$ cat src/rtl/sync_fifo_pkg.sv
// Shared helpers and reset constants for sync_fifo.
// The optional error flags are enabled by defining SYNC_FIFO_ERR_EN.
package sync_fifo_pkg;

    // Ceiling log2, evaluated at elaboration to cross-check DEPTH against PTR_WIDTH.
    function automatic int unsigned sf_clog2(input int unsigned value);
        int unsigned result;
        logic [32:0] pow;
        result = 0;
        for (int i = 0; i < 32; i++) begin
            pow = 33'(1) << i;
            if (pow < {1'b0, value}) begin
                result = i + 1;
            end
        end
        return result;
    endfunction

    localparam int unsigned DefPtrWidth = 3;
    typedef logic [DefPtrWidth:0] def_ptr_t;

    localparam logic EmptyRst   = 1'b1;
    localparam logic FullRst    = 1'b0;
    localparam logic AfullRst   = 1'b0;
    localparam logic AemptyRst  = 1'b1;
    localparam logic RvalidRst  = 1'b0;

endpackage

$ cat src/rtl/sync_fifo_ram.sv
// Storage array for sync_fifo: synchronous write port, registered read port with enable.
// Only the read register is reset; the array itself is not.
module sync_fifo_ram #(
    parameter int unsigned DATA_WIDTH = 8,
    parameter int unsigned ADDR_WIDTH = 3
) (
    input  logic                  clk_i,
    input  logic                  rst_i,
    input  logic                  we_i,
    input  logic [ADDR_WIDTH-1:0] waddr_i,
    input  logic [DATA_WIDTH-1:0] wdata_i,
    input  logic                  re_i,
    input  logic [ADDR_WIDTH-1:0] raddr_i,
    output logic [DATA_WIDTH-1:0] rdata_o
);

    localparam int unsigned Depth = 1 << ADDR_WIDTH;

    logic [DATA_WIDTH-1:0] mem_q [Depth];
    logic [DATA_WIDTH-1:0] rdata_q;

    always_ff @(posedge clk_i) begin
        if (we_i) begin
            mem_q[waddr_i] <= wdata_i;
        end
    end

    always_ff @(posedge clk_i or posedge rst_i) begin
        if (rst_i) begin
            rdata_q <= '0;
        end else if (re_i) begin
            rdata_q <= mem_q[raddr_i];
        end
    end

    assign rdata_o = rdata_q;

endmodule

$ cat src/rtl/sync_fifo.sv
// Single-clock FIFO: pointers, occupancy count and registered flags around sync_fifo_ram.
// Define SYNC_FIFO_ERR_EN to add sticky overflow/underflow flags with err_clr.
module sync_fifo
    import sync_fifo_pkg::*;
#(
    parameter int unsigned DATA_WIDTH = 8,
    parameter int unsigned PTR_WIDTH  = 3,
    parameter int unsigned DEPTH      = 8,
    parameter int unsigned AFULL_LVL  = 6,
    parameter int unsigned AEMPTY_LVL = 2
) (
    input  logic                  clk,
    input  logic                  rst,
`ifdef SYNC_FIFO_ERR_EN
    input  logic                  err_clr,
    output logic                  overflow,
    output logic                  underflow,
`endif
    input  logic                  w_en,
    input  logic [DATA_WIDTH-1:0] data_in,
    input  logic                  r_en,
    output logic [DATA_WIDTH-1:0] data_out,
    output logic                  r_valid,
    output logic                  full,
    output logic                  empty,
    output logic                  almost_full,
    output logic                  almost_empty,
    output logic [PTR_WIDTH:0]    count
);

    if (DEPTH != (1 << PTR_WIDTH) || sf_clog2(DEPTH) != PTR_WIDTH) begin : g_bad_depth
        $fatal(1, "sync_fifo: DEPTH must equal 2**PTR_WIDTH");
    end
    if (AFULL_LVL < 1 || AFULL_LVL > DEPTH || AEMPTY_LVL > DEPTH - 1) begin : g_bad_lvl
        $fatal(1, "sync_fifo: almost-full/almost-empty level out of range");
    end

    localparam logic [PTR_WIDTH:0] PtrOne    = {{PTR_WIDTH{1'b0}}, 1'b1};
    localparam logic [PTR_WIDTH:0] DepthCnt  = DEPTH[PTR_WIDTH:0];
    localparam logic [PTR_WIDTH:0] AfullCnt  = AFULL_LVL[PTR_WIDTH:0];
    localparam logic [PTR_WIDTH:0] AemptyCnt = AEMPTY_LVL[PTR_WIDTH:0];

    logic [PTR_WIDTH:0] wptr_q, wptr_d;
    logic [PTR_WIDTH:0] rptr_q, rptr_d;
    logic [PTR_WIDTH:0] count_q, count_d;
    logic               full_q, full_d;
    logic               empty_q, empty_d;
    logic               afull_q, afull_d;
    logic               aempty_q, aempty_d;
    logic               r_valid_q;
    logic               wr_acc, rd_acc;

    // Accept decisions use the registered flags, so a full FIFO drops a same-cycle write.
    assign wr_acc = w_en & ~full_q;
    assign rd_acc = r_en & ~empty_q;

    always_comb begin
        wptr_d  = wptr_q;
        rptr_d  = rptr_q;
        count_d = count_q;
        if (wr_acc) begin
            wptr_d = wptr_q + PtrOne;
        end
        if (rd_acc) begin
            rptr_d = rptr_q + PtrOne;
        end
        case ({wr_acc, rd_acc})
            2'b10:   count_d = count_q + PtrOne;
            2'b01:   count_d = count_q - PtrOne;
            default: count_d = count_q;
        endcase
        full_d   = (count_d == DepthCnt);
        empty_d  = (count_d == '0);
        afull_d  = (count_d >= AfullCnt);
        aempty_d = (count_d <= AemptyCnt);
    end

    // Flags are registered from next-state count so they are glitch-free outputs.
    always_ff @(posedge clk or posedge rst) begin
        if (rst) begin
            wptr_q    <= '0;
            rptr_q    <= '0;
            count_q   <= '0;
            full_q    <= FullRst;
            empty_q   <= EmptyRst;
            afull_q   <= AfullRst;
            aempty_q  <= AemptyRst;
            r_valid_q <= RvalidRst;
        end else begin
            wptr_q    <= wptr_d;
            rptr_q    <= rptr_d;
            count_q   <= count_d;
            full_q    <= full_d;
            empty_q   <= empty_d;
            afull_q   <= afull_d;
            aempty_q  <= aempty_d;
            r_valid_q <= rd_acc;
        end
    end

    sync_fifo_ram #(
        .DATA_WIDTH (DATA_WIDTH),
        .ADDR_WIDTH (PTR_WIDTH)
    ) u_ram (
        .clk_i   (clk),
        .rst_i   (rst),
        .we_i    (wr_acc),
        .waddr_i (wptr_q[PTR_WIDTH-1:0]),
        .wdata_i (data_in),
        .re_i    (rd_acc),
        .raddr_i (rptr_q[PTR_WIDTH-1:0]),
        .rdata_o (data_out)
    );

`ifdef SYNC_FIFO_ERR_EN
    logic overflow_q, overflow_d;
    logic underflow_q, underflow_d;

    // Set wins over clear when both happen on the same edge.
    always_comb begin
        overflow_d  = (w_en & full_q) | (overflow_q & ~err_clr);
        underflow_d = (r_en & empty_q) | (underflow_q & ~err_clr);
    end

    always_ff @(posedge clk or posedge rst) begin
        if (rst) begin
            overflow_q  <= 1'b0;
            underflow_q <= 1'b0;
        end else begin
            overflow_q  <= overflow_d;
            underflow_q <= underflow_d;
        end
    end

    assign overflow  = overflow_q;
    assign underflow = underflow_q;
`endif

    assign r_valid      = r_valid_q;
    assign full         = full_q;
    assign empty        = empty_q;
    assign almost_full  = afull_q;
    assign almost_empty = aempty_q;
    assign count        = count_q;

endmodule
$ cat config.mk
export PLATFORM = sky130hd
export DESIGN_NAME = sync_fifo
export DESIGN_NICKNAME = d
export VERILOG_FILES = /design/src/rtl/sync_fifo_pkg.sv /design/src/rtl/sync_fifo_ram.sv /design/src/rtl/sync_fifo.sv
export SDC_FILE = /design/constraint.sdc
export NUM_CORES = 1
export LEC_CHECK = 0
export ABC_CLOCK_PERIOD_IN_PS = 4570
export CAP_MARGIN = 40
export CORE_UTILIZATION = 33
export CTS_BUF_LIST = sky130_fd_sc_hd__clkbuf_8
export DETAILED_ROUTE_END_ITERATION = 10
export SETUP_SLACK_MARGIN = 0.4
export SLEW_MARGIN = 20
export SYNTH_ARGS = -nofsm -noshare
export SYNTH_HDL_FRONTEND = slang
export SYNTH_SLANG_ARGS = --single-unit
$ cat constraint.sdc
create_clock -name clk -period 4.57 [get_ports clk]
set_input_delay 0.914 -clock clk [delete_from_list [all_inputs] [get_ports clk]]
set_output_delay 0.914 -clock clk [all_outputs]
set_load 0.03 [all_outputs]
==> flow_summary_export.csv <==
group,metric,value,unit
power_and_ir_drop,p_leak,1.500,nW
layout,mostFrequentLayoutCells,"64 x edfxtp_1, 28 x clkdlybuf4s50_1, 22 x nand2_1",
cts,ctsResizeCount,0,
worst_setup_path,crit_fanout,8,
timing,setup_viol_count_final,0,
cts,clkTransAtPathRegs,0.09,ns
floorplan,initial_core_util,0.3388,
drt,vias_per_cell,4.650,
cts,post_cts_buffers,0,
cts,cts-root-buf,"clkbuf_8",
yosys,seq_area_frac_synth,0.7179,
yosys,netlist_area,3482,sq um
timing,hold_violations,0,
timing,final_max_slew_viol_count,0,
cts,cts.sinks,87,
power_and_ir_drop,p_clk_frac,0.181,
yosys,synth_flop_cell,"edfxtp_1",
global_routing,grt_pass1_wl,9.549,mm
yosys,synth-edff-count,64,
min_path,hold_path_class,"reg -> reg",
layout,layout-drive-gt1-share,0.2000,
cts,holdBufCountCts,0,
yosys,ys_seq_elements,87,
power_and_ir_drop,powerDensity,643.3,nW/um^2
timing,grt_setup_unrepaired,"false",
layout,synthToLayoutAreaGrowth,19.87,%
yosys,synthCells,203,
power_and_ir_drop,p_seq_frac,0.433,
yosys,syn_avg_cell_area,17.15,sq um
drt,drt_iter0_markers,69,
drt,drc_errors,0,
worst_setup_path,critical_path.slowest_cell,"nor2b_1",
yosys,synth_warnings,0,
placed_design,place_congestion,0.7230,
yosys,postSynthNetCount,219,
yosys,ys_types,33,
worst_setup_path,cp-end-kind,"register",
worst_setup_path,required,4.87,ns
drt,ant_nets,0,
layout,fin_util,0.4061,
cts,cts_tree,"yes",
cts,htreeDepth,3,
layout,n_antenna_cell,0,
global_routing,antenna_found_initial,0,
placed_design,pre_cts_slack,1.129,ns
worst_setup_path,slowest_delay,0.48,ns
drt,vias,1795,
worst_setup_path,path_cells,"clkdlybuf4s50_1 -> nor2b_1 -> inv_2 -> ha_1 -> and4b_1 -> o21ai_1 -> a221oi_2 -> xnor2_1 -> o311a_1",
floorplan,die_h,104.7,microns
drt,drt_pass1_iterations,4,
global_routing,track_usage,0.1179,
timing,tns,0,ns
global_routing,grt-ovfl-total,0,
floorplan,rows,37,
timing,fin_crit_sh,0.6818,
power_and_ir_drop,pwr-share-comb,0.387,
timing,skew,0.009117,ns
timing,min_period,3.116,ns
worst_setup_path,worst-setup-path-type,"in -> reg",
layout,nets,261,
worst_setup_path,critical_path_buf_inv_count,2,
timing,worst-slew-pin-transition,0.5693,ns
timing,max_freq,320.9,MHz
global_routing,grt_max_degree,24,
placed_design,dp_hpwl,3.977,mm
global_routing,grt_pass1_vias,1755,
cts,clockBufferDepth,2,
worst_setup_path,cp_top_family,"simple AND/OR/NAND/NOR gates",
yosys,synthArstFlopShare,0.2644,
run_status,status,"complete, no violations",
cts,numCtsBuffers,9,
drt,wl_per_cell,15.41,microns
floorplan,die_area,10970,sq um
worst_setup_path,cp.arrival,3.41,ns
placed_design,io_buffers,28,
power_and_ir_drop,swShare,0.3555,
power_and_ir_drop,ir_drop,281.4,uV
floorplan,fp.coreArea,10280,sq um
floorplan,chipWidth,104.7,microns
power_and_ir_drop,switchingPower,954.5,uW
timing,setup_slack,1.454,ns
timing,worst_slew_margin_rel,0.6197,
cts,clock_latency,0.35,ns
layout,final_common_cell,"edfxtp_1",
floorplan,top_level_ports,29,
layout,fill_cells,946,
worst_setup_path,start_kind,"input pin",
job,maxCapViolCount,0,
power_and_ir_drop,internal_power,1.731,mW
drt,wl,5.947,mm
-- logic make-up after synthesis --
group / count (synthesis) / synth area share
xor+xnor: 6 / 0.01509
simple gates: 47 / 0.06432
buf+inv: 16 / 0.02227
flops: 87 / 0.7179
compound gates: 18 / 0.03665
mux: 25 / 0.1294
fa+ha+maj: 4 / 0.01437
-- flip-flops by register name, summed over array words and instances (netlist names) --
| register | flops |
|---|---|
| empty | 1 |
| count | 4 |
| u_ram.mem_q | 64 |
| rptr_q | 3 |
| u_ram.rdata_o | 8 |
| almost_full | 1 |
| r_valid | 1 |
| almost_empty | 1 |
| full | 1 |
| wptr_q | 3 |
-- per-stage QoR --
| step | hold WS, ns | cells | instance area [sq um] | total power [mW] |
|---|---|---|---|---|
| floorplan | 0.4868 | 203 | 3482 | 1.893 |
| global placement | 0.4617 | 362 | 3908 | 2.195 |
| detailed placement | 0.4706 | 369 | 3980 | 2.224 |
| CTS | 0.4908 | 385 | 4159 | 2.710 |
| global route | 0.5220 | 386 | 4174 | 2.856 |
| finish | 0.4820 | 386 | 4174 | 2.685 |
-- worst reg2reg max path: stages, from the launching register on --
cell and delay, ns:
dfrtp_1 0.38, nor2b_1 0.46, inv_2 0.16, ha_1 0.29
and4b_1 0.28, o21ai_1 0.08, a221oi_2 0.32, xnor2_1 0.21
o311a_1 0.23
-- power by group through the flow --
stage	Sequential, mW	Combinational, mW	Clock (mW)
6_report	1.16	1.04	0.485
5_1_grt	1.18	1.14	0.536
2_1_floorplan	1.29	0.607	0
4_1_cts	1.19	1.01	0.502
3_5_place_dp	1.21	1.01	0
3_3_place_gp	1.21	0.987	0
-- synth_stat cells, types with 2 or more instances --
cell | count | share of area
buf_4 | 2 | 0.0043
clkbuf_1 | 3 | 0.0032
dfrtp_1 | 21 | 0.15
dfstp_2 | 2 | 0.015
edfxtp_1 | 64 | 0.55
ha_1 | 4 | 0.014
inv_1 | 6 | 0.0065
inv_2 | 2 | 0.0022
mux2i_1 | 9 | 0.026
mux4_2 | 16 | 0.10
nand2_1 | 22 | 0.024
nand2b_1 | 3 | 0.0054
nor2_1 | 9 | 0.0097
nor2b_1 | 3 | 0.0054
nor3_1 | 5 | 0.0072
nor3b_1 | 2 | 0.0043
o21ai_0 | 9 | 0.013
xnor2_1 | 6 | 0.015
-- worst paths after layout --
| check | cells past startpoint | slack, ns | end | from |
|---|---|---|---|---|
| worst max-delay path | 9 | 1.45 | almost_empty$_DFF_PP1_ | w_en |
| worst min-delay path | 2 | 0.48 | u_ram.rdata_o[7]$_DFFE_PP0P_ | u_ram.rdata_o[7]$_DFFE_PP0P_ |
| worst max register to register | 8 | 2.10 | almost_empty$_DFF_PP1_ | full$_DFF_PP0_ |
| worst min register to register | 2 | 0.48 | u_ram.rdata_o[7]$_DFFE_PP0P_ | u_ram.rdata_o[7]$_DFFE_PP0P_ |
| max in group asynchronous | 3 | 3.27 | almost_empty$_DFF_PP1_ | rst |
| min in group asynchronous | 2 | 0.82 | u_ram.rdata_o[3]$_DFFE_PP0P_ | rst |
-- layout make-up --
class / count / area, sq um / share of cell area
well taps: 136 / 170.2 / 0.04077
flip-flops and latches: 87 / 2500 / 0.5989
repair buffers: 39 / 390.4 / 0.09353
inverters: 8 / 30.03 / 0.007194
clock buffers: 9 / 123.9 / 0.02968
multi-input cells: 100 / 904.6 / 0.2167
clock inverters: 7 / 55.05 / 0.01319
-- routing by layer --
layer | wire length [microns] | vias to the layer above | track usage
li1 | - | 852 | -
met1 | 2948 | 894 | 0.1614
met2 | 2701 | 41 | 0.1788
met3 | 221 | 8 | 0.03618
met4 | 75 | 0 | 0.03924
met5 | 0 | - | 0
Power figures use the tool's default switching activity.
